### config.mk
export PLATFORM = sky130hd
export DESIGN_NAME = _romarb_flat
export DESIGN_NICKNAME = d
export VERILOG_FILES = /design/src/rtl/_romarb_if.sv /design/src/rtl/_romarb.sv /design/src/flat_wrapper.sv
export SDC_FILE = /design/constraint.sdc
export NUM_CORES = 1
export LEC_CHECK = 0
export CAP_MARGIN = 10
export CORE_UTILIZATION = 42
export DETAILED_ROUTE_END_ITERATION = 16
export GPL_TIMING_DRIVEN = 0
export PLACE_DENSITY = 0.9
export SYNTH_ARGS = -nofsm -noshare
export SYNTH_HDL_FRONTEND = slang
export SYNTH_SLANG_ARGS = --single-unit
### constraint.sdc
create_clock -name clk -period 1.74 [get_ports clk]
set_input_delay 0.174 -clock clk [delete_from_list [all_inputs] [get_ports clk]]
set_output_delay 0.174 -clock clk [all_outputs]
set_load 0.02 [all_outputs]
### src/rtl/_romarb_if.sv
// rtl/_romarb_if.sv - requester, ROM and arbiter signal bundle for _romarb
interface _romarb_if #(
    parameter int WIDTH  = 4,
    parameter int HEIGHT = 8
);
    logic              req0;
    logic [HEIGHT-1:0] a0;
    logic              req1;
    logic [HEIGHT-1:0] a1;
    logic              ack0;
    logic              ack1;
    logic [WIDTH-1:0]  q;
    logic              busy;
    logic [HEIGHT-1:0] rom_a;
    logic              rom_cs_;
    logic [WIDTH-1:0]  rom_q;

    // master is the environment: both requesters plus the ROM data return
    modport master (
        output req0, a0, req1, a1, rom_q,
        input  ack0, ack1, q, busy, rom_a, rom_cs_
    );

    modport slave (
        input  req0, a0, req1, a1, rom_q,
        output ack0, ack1, q, busy, rom_a, rom_cs_
    );
endinterface

### src/rtl/_romarb.sv
// rtl/_romarb.sv - two-port round-robin arbiter and wait-state sequencer for one shared ROM
module _romarb #(
    parameter int WIDTH  = 4,
    parameter int HEIGHT = 8,
    parameter int WAIT   = 1
) (
    input  logic      clk,
    input  logic      rst,
    _romarb_if.slave  bus
);
    localparam logic [3:0] WAIT_CNT = 4'(WAIT);

    typedef enum logic [1:0] {
        IDLE,
        ACCESS,
        DONE
    } state_t;

    state_t            state;
    logic              last;
    logic [3:0]        cnt;
    logic [HEIGHT-1:0] rom_a_r;
    logic [WIDTH-1:0]  q_r;
    logic              rom_cs_r;
    logic              ack0_r;
    logic              ack1_r;
    logic              busy_r;

    // On a tie the port that was not served last wins
    logic sel;
    assign sel = (bus.req0 && bus.req1) ? ~last : bus.req1;

    always_ff @(posedge clk) begin
        if (rst) begin
            state    <= IDLE;
            last     <= 1'b1;
            cnt      <= 4'd0;
            rom_a_r  <= '0;
            q_r      <= '0;
            rom_cs_r <= 1'b1;
            ack0_r   <= 1'b0;
            ack1_r   <= 1'b0;
            busy_r   <= 1'b0;
        end else begin
            case (state)
                IDLE: begin
                    if (bus.req0 || bus.req1) begin
                        rom_a_r  <= sel ? bus.a1 : bus.a0;
                        last     <= sel;
                        cnt      <= WAIT_CNT;
                        rom_cs_r <= 1'b0;
                        busy_r   <= 1'b1;
                        state    <= ACCESS;
                    end
                end
                ACCESS: begin
                    if (cnt == 4'd0) begin
                        q_r      <= bus.rom_q;
                        ack0_r   <= ~last;
                        ack1_r   <= last;
                        rom_cs_r <= 1'b1;
                        state    <= DONE;
                    end else begin
                        cnt <= cnt - 4'd1;
                    end
                end
                DONE: begin
                    ack0_r <= 1'b0;
                    ack1_r <= 1'b0;
                    busy_r <= 1'b0;
                    state  <= IDLE;
                end
                default: begin
                    rom_cs_r <= 1'b1;
                    ack0_r   <= 1'b0;
                    ack1_r   <= 1'b0;
                    busy_r   <= 1'b0;
                    state    <= IDLE;
                end
            endcase
        end
    end

    assign bus.rom_a   = rom_a_r;
    assign bus.rom_cs_ = rom_cs_r;
    assign bus.q       = q_r;
    assign bus.ack0    = ack0_r;
    assign bus.ack1    = ack1_r;
    assign bus.busy    = busy_r;
endmodule

### src/flat_wrapper.sv
// flat-port wrapper written by rule: the top's interface ports become plain ports
module _romarb_flat 
#(
    parameter int WIDTH  = 4,
    parameter int HEIGHT = 8,
    parameter int WAIT   = 1
)
  (clk, rst, bus_req0, bus_a0, bus_req1, bus_a1, bus_rom_q, bus_ack0, bus_ack1, bus_q, bus_busy, bus_rom_a, bus_rom_cs_);
  _romarb_if #(.WIDTH(WIDTH), .HEIGHT(HEIGHT)) bus_i ();
  input  logic clk;
  input  logic rst;
  input wire logic [$bits(bus_i.req0)-1:0] bus_req0;
  input wire logic [$bits(bus_i.a0)-1:0] bus_a0;
  input wire logic [$bits(bus_i.req1)-1:0] bus_req1;
  input wire logic [$bits(bus_i.a1)-1:0] bus_a1;
  input wire logic [$bits(bus_i.rom_q)-1:0] bus_rom_q;
  output wire logic [$bits(bus_i.ack0)-1:0] bus_ack0;
  output wire logic [$bits(bus_i.ack1)-1:0] bus_ack1;
  output wire logic [$bits(bus_i.q)-1:0] bus_q;
  output wire logic [$bits(bus_i.busy)-1:0] bus_busy;
  output wire logic [$bits(bus_i.rom_a)-1:0] bus_rom_a;
  output wire logic [$bits(bus_i.rom_cs_)-1:0] bus_rom_cs_;
  assign bus_i.req0 = bus_req0;
  assign bus_i.a0 = bus_a0;
  assign bus_i.req1 = bus_req1;
  assign bus_i.a1 = bus_a1;
  assign bus_i.rom_q = bus_rom_q;
  assign bus_ack0 = bus_i.ack0;
  assign bus_ack1 = bus_i.ack1;
  assign bus_q = bus_i.q;
  assign bus_busy = bus_i.busy;
  assign bus_rom_a = bus_i.rom_a;
  assign bus_rom_cs_ = bus_i.rom_cs_;
  _romarb #(.WIDTH(WIDTH), .HEIGHT(HEIGHT), .WAIT(WAIT)) u_core (.clk(clk), .rst(rst), .bus(bus_i));
endmodule
==> flow_metrics.py <==
metrics = {
    "timing": {
        "max_freq_mhz": 603,
        "period_share": 0.953,
        "setup_slack_ns": 0.0814,
        "hold_slack_ns": 0.398,
        "fin_worst_skew_ns": 0.0118,
        "grt_setup_unrepaired": "false",
        "slew_headroom": 0.615,
        "worst_pin_slew_ns": 0.576,
        "min_period_ns": 1.66,
        "setup_viol": 0,
        "finalHoldViolCount": 0,
        "slew_violations": 0,
    },
    "power_and_ir_drop": {
        "combinationalPowerShare": 0.344,
        "ir_drop_v": 0.000523,
        "p_sw_uw": 455,
        "p_sw_frac": 0.334,
        "p_total_uw": 1360,
        "p_clk_frac": 0.190,
        "p_int_uw": 906,
        "p_leak_uw": 0.000564,
        "power.density_mw_per_mm2": 921,
        "pwr-share-seq": 0.466,
    },
    "critical_path": {
        "reg2reg_depth": 5,
        "r2r_end": "u_core.cnt[2]$_SDFFE_PP0P_",
        "critPathKind": "reg -> reg",
        "crit_path_start_kind": "flip-flop",
        "arrival_ns": 1.92,
        "cp-end-kind": "flip-flop",
        "slowest_stage": "or4_1",
        "r2r_setup_slack_ns": 0.08,
        "critical_path.max_stage_delay_ns": 0.50,
        "cp_cell_sequence": "inv_1, ha_1, nor3b_2, or4_1, a211oi_2",
        "r2r-start": "u_core.cnt[0]$_SDFFE_PP0P_",
        "crit_fanout": 8,
        "required_ns": 2.00,
    },
    "layout": {
        "syn_to_final_growth_pct": 44.8,
        "diodes": 0,
        "fin_util": 0.655,
        "final_nets": 187,
        "drive_above_1_share": 0.0875,
        "fin_cells": 188,
    },
    "hold_path": {
        "min_from": "bus_rom_q[0]",
        "hold_end": "u_core.bus.q[0]$_SDFFE_PP0P_",
        "hold_depth": 3,
        "hold_class": "in -> reg",
    },
    "global_routing": {
        "grt_max_degree": 13,
        "grt_pass1_wl_mm": 4.35,
        "antenna_found_initial": 0,
        "first_global_vias": 1016,
        "overflow": 0,
        "track_usage": 0.224,
    },
    "clocking": {
        "clockBufferDepth": 2,
        "cts_sinks": 23,
        "cts_setup_buffers": 0,
        "cts_buffers": 3,
        "htree_num_levels": 1,
        "cts_root_buf": "clkbuf_4",
        "clk_pin_slew_ns": 0.13,
        "cts_hold_buf": 0,
        "cts-resized-gates": 0,
        "cts_tree": "done",
        "clk_latency_ns": 0.33,
    },
    "floorplan": {
        "rows": 17,
        "dieArea_sq_mm": 0.00263,
        "ios": 40,
        "core_sq_mm": 0.00225,
        "initial_core_util": 0.452,
        "dieWidth_um": 51.3,
        "die_h_um": 51.3,
    },
    "synthesis": {
        "synth_top_area_frac": 0.452,
        "synth_edf_count": 0,
        "yosys.area.top_type": "dfxtp_1",
        "ys_seq_elements": 23,
        "ys_types": 34,
        "ys_top_cells_by_area": "dfxtp_1, a21oi_1, a311oi_1",
        "async_flop_share": 0,
        "syn_nets": 143,
        "synth_cells": 117,
        "syn_avg_cell_area_sq_um": 8.72,
        "yosysWarnings": 0,
        "syn_area_sq_mm": 0.00102,
        "synthFlopType": "dfxtp_1",
        "ys_seq_area_frac": 0.452,
    },
    "detailed_routing": {
        "postRouteWirelength_mm": 2.58,
        "dr.pass1.iters": 4,
        "antenna_left": 0,
        "num_vias": 1041,
        "wire_per_inst_um": 13.7,
        "remaining_drc_errors": 0,
        "via_per_inst": 5.54,
        "dr.first_iter.drc_count": 11,
    },
    "place": {
        "portBuffers": 39,
        "gp_congestion": 0.805,
        "dp_cells": 184,
        "dp_slack_ns": -0.0287,
        "dp_hpwl_mm": 1.99,
    },
    "job": {
        "cap_violations": 0,
    },
    "status": {
        "status": "complete, no violations",
    },
}
## flip-flops by register name (all words and copies together), names as in the netlist
name and cells:
u_core.bus.ack0 1, u_core.state 2, u_core.last 1, u_core.bus.ack1 1, u_core.bus.rom_cs_ 1, u_core.cnt 4, u_core.bus.q 4, u_core.bus.busy 1
u_core.bus.rom_a 8
## power groups by stage
stage                     combinational, uW  clock (uW)  sequential (uW)
after global placement                  453           0              641
after detailed placement                467           0              644
after global routing                    511         278              642
after CTS                               469         255              633
after floorplan                         212           0              694
final                                   468         258              635
## layer usage
metal | up-vias | GRT usage | share of wire | wire [um]
met5 | - | 0 | 0 | 0
met4 | 0 | 0.104 | 0.018 | 46
met3 | 5 | 0.0506 | 0.054 | 140
met2 | 31 | 0.410 | 0.52 | 1350
met1 | 489 | 0.241 | 0.40 | 1040
li1 | 516 | - | - | -
## metrics by stage
stage | TNS [ns] | area [sq um]
2_1_floorplan | 0 | 1020
3_3_place_gp | 0 | 1450
3_5_place_dp | -0.0313 | 1450
4_1_cts | 0 | 1470
5_1_grt | 0 | 1480
6_report | 0 | 1480
## Yosys cell counts (all sizes together) (2+ instances only)
cell type   n
or2         2
nand2b      2
a311oi      8
mux2i       2
or4         2
a21oi      16
o21ai       6
nand2      18
nor2        3
inv         5
dfxtp      23
ha          2
nor3        3
buf         2
clkbuf      4
nand3       4
## worst max-delay path, delay by kind of cell (launching register included)
| kind | cells | cell delay, ns |
|---|---|---|
| buf+inv | 1 | 0.09 |
| compound gates | 1 | 0.19 |
| simple gates | 2 | 0.71 |
| flops | 1 | 0.37 |
| fa+ha+maj | 1 | 0.22 |
## worst max path at each step
stage / cells past startpoint / slack (ns) / startpoint / to
after CTS: 5 / 0.08 / u_core.cnt[0]$_SDFFE_PP0P_ / u_core.cnt[2]$_SDFFE_PP0P_
after global placement: 4 / 0.08 / bus_req1 / u_core.bus.rom_a[6]$_SDFFE_PP0P_
after floorplan: 5 / 0.27 / u_core.cnt[0]$_SDFFE_PP0P_ / u_core.cnt[2]$_SDFFE_PP0P_
after global routing: 5 / 0.0007 / u_core.cnt[0]$_SDFFE_PP0P_ / u_core.cnt[2]$_SDFFE_PP0P_
final: 5 / 0.08 / u_core.cnt[0]$_SDFFE_PP0P_ / u_core.cnt[2]$_SDFFE_PP0P_
after detailed placement: 4 / -0.03 / bus_req1 / u_core.bus.rom_a[7]$_SDFFE_PP0P_
## logic make-up after synthesis
family	Yosys count	share of synthesized area
compound gates	38	0.243
flops	23	0.452
buf+inv	11	0.0503
fa+ha+maj	2	0.0245
simple gates	41	0.211
mux	2	0.0196
## area by class of cell
cell class	instances	area [sq um]
Fill cell	212	778
Clock buffer	4	26.3
Timing Repair Buffer	39	390
Tap cell	28	35.0
Inverter	5	18.8
Buffer	6	32.5
Sequential cell	23	460
Multi-Input combinational cell	83	513
## cells in the final DEF (no fill, tap or decap), types with 2 or more instances in the layout
cell,count
nor2_1,2
a21oi_1,16
clkbuf_1,4
or2_2,2
clkdlybuf4s50_1,39
dfxtp_1,23
nand2_1,18
ha_1,2
nor3_1,3
or4_1,2
a311oi_1,8
mux2i_1,2
clkbuf_4,3
nand3_1,4
nand2b_1,2
o21ai_0,6
inv_1,5
(Power assumes the default switching activity.)
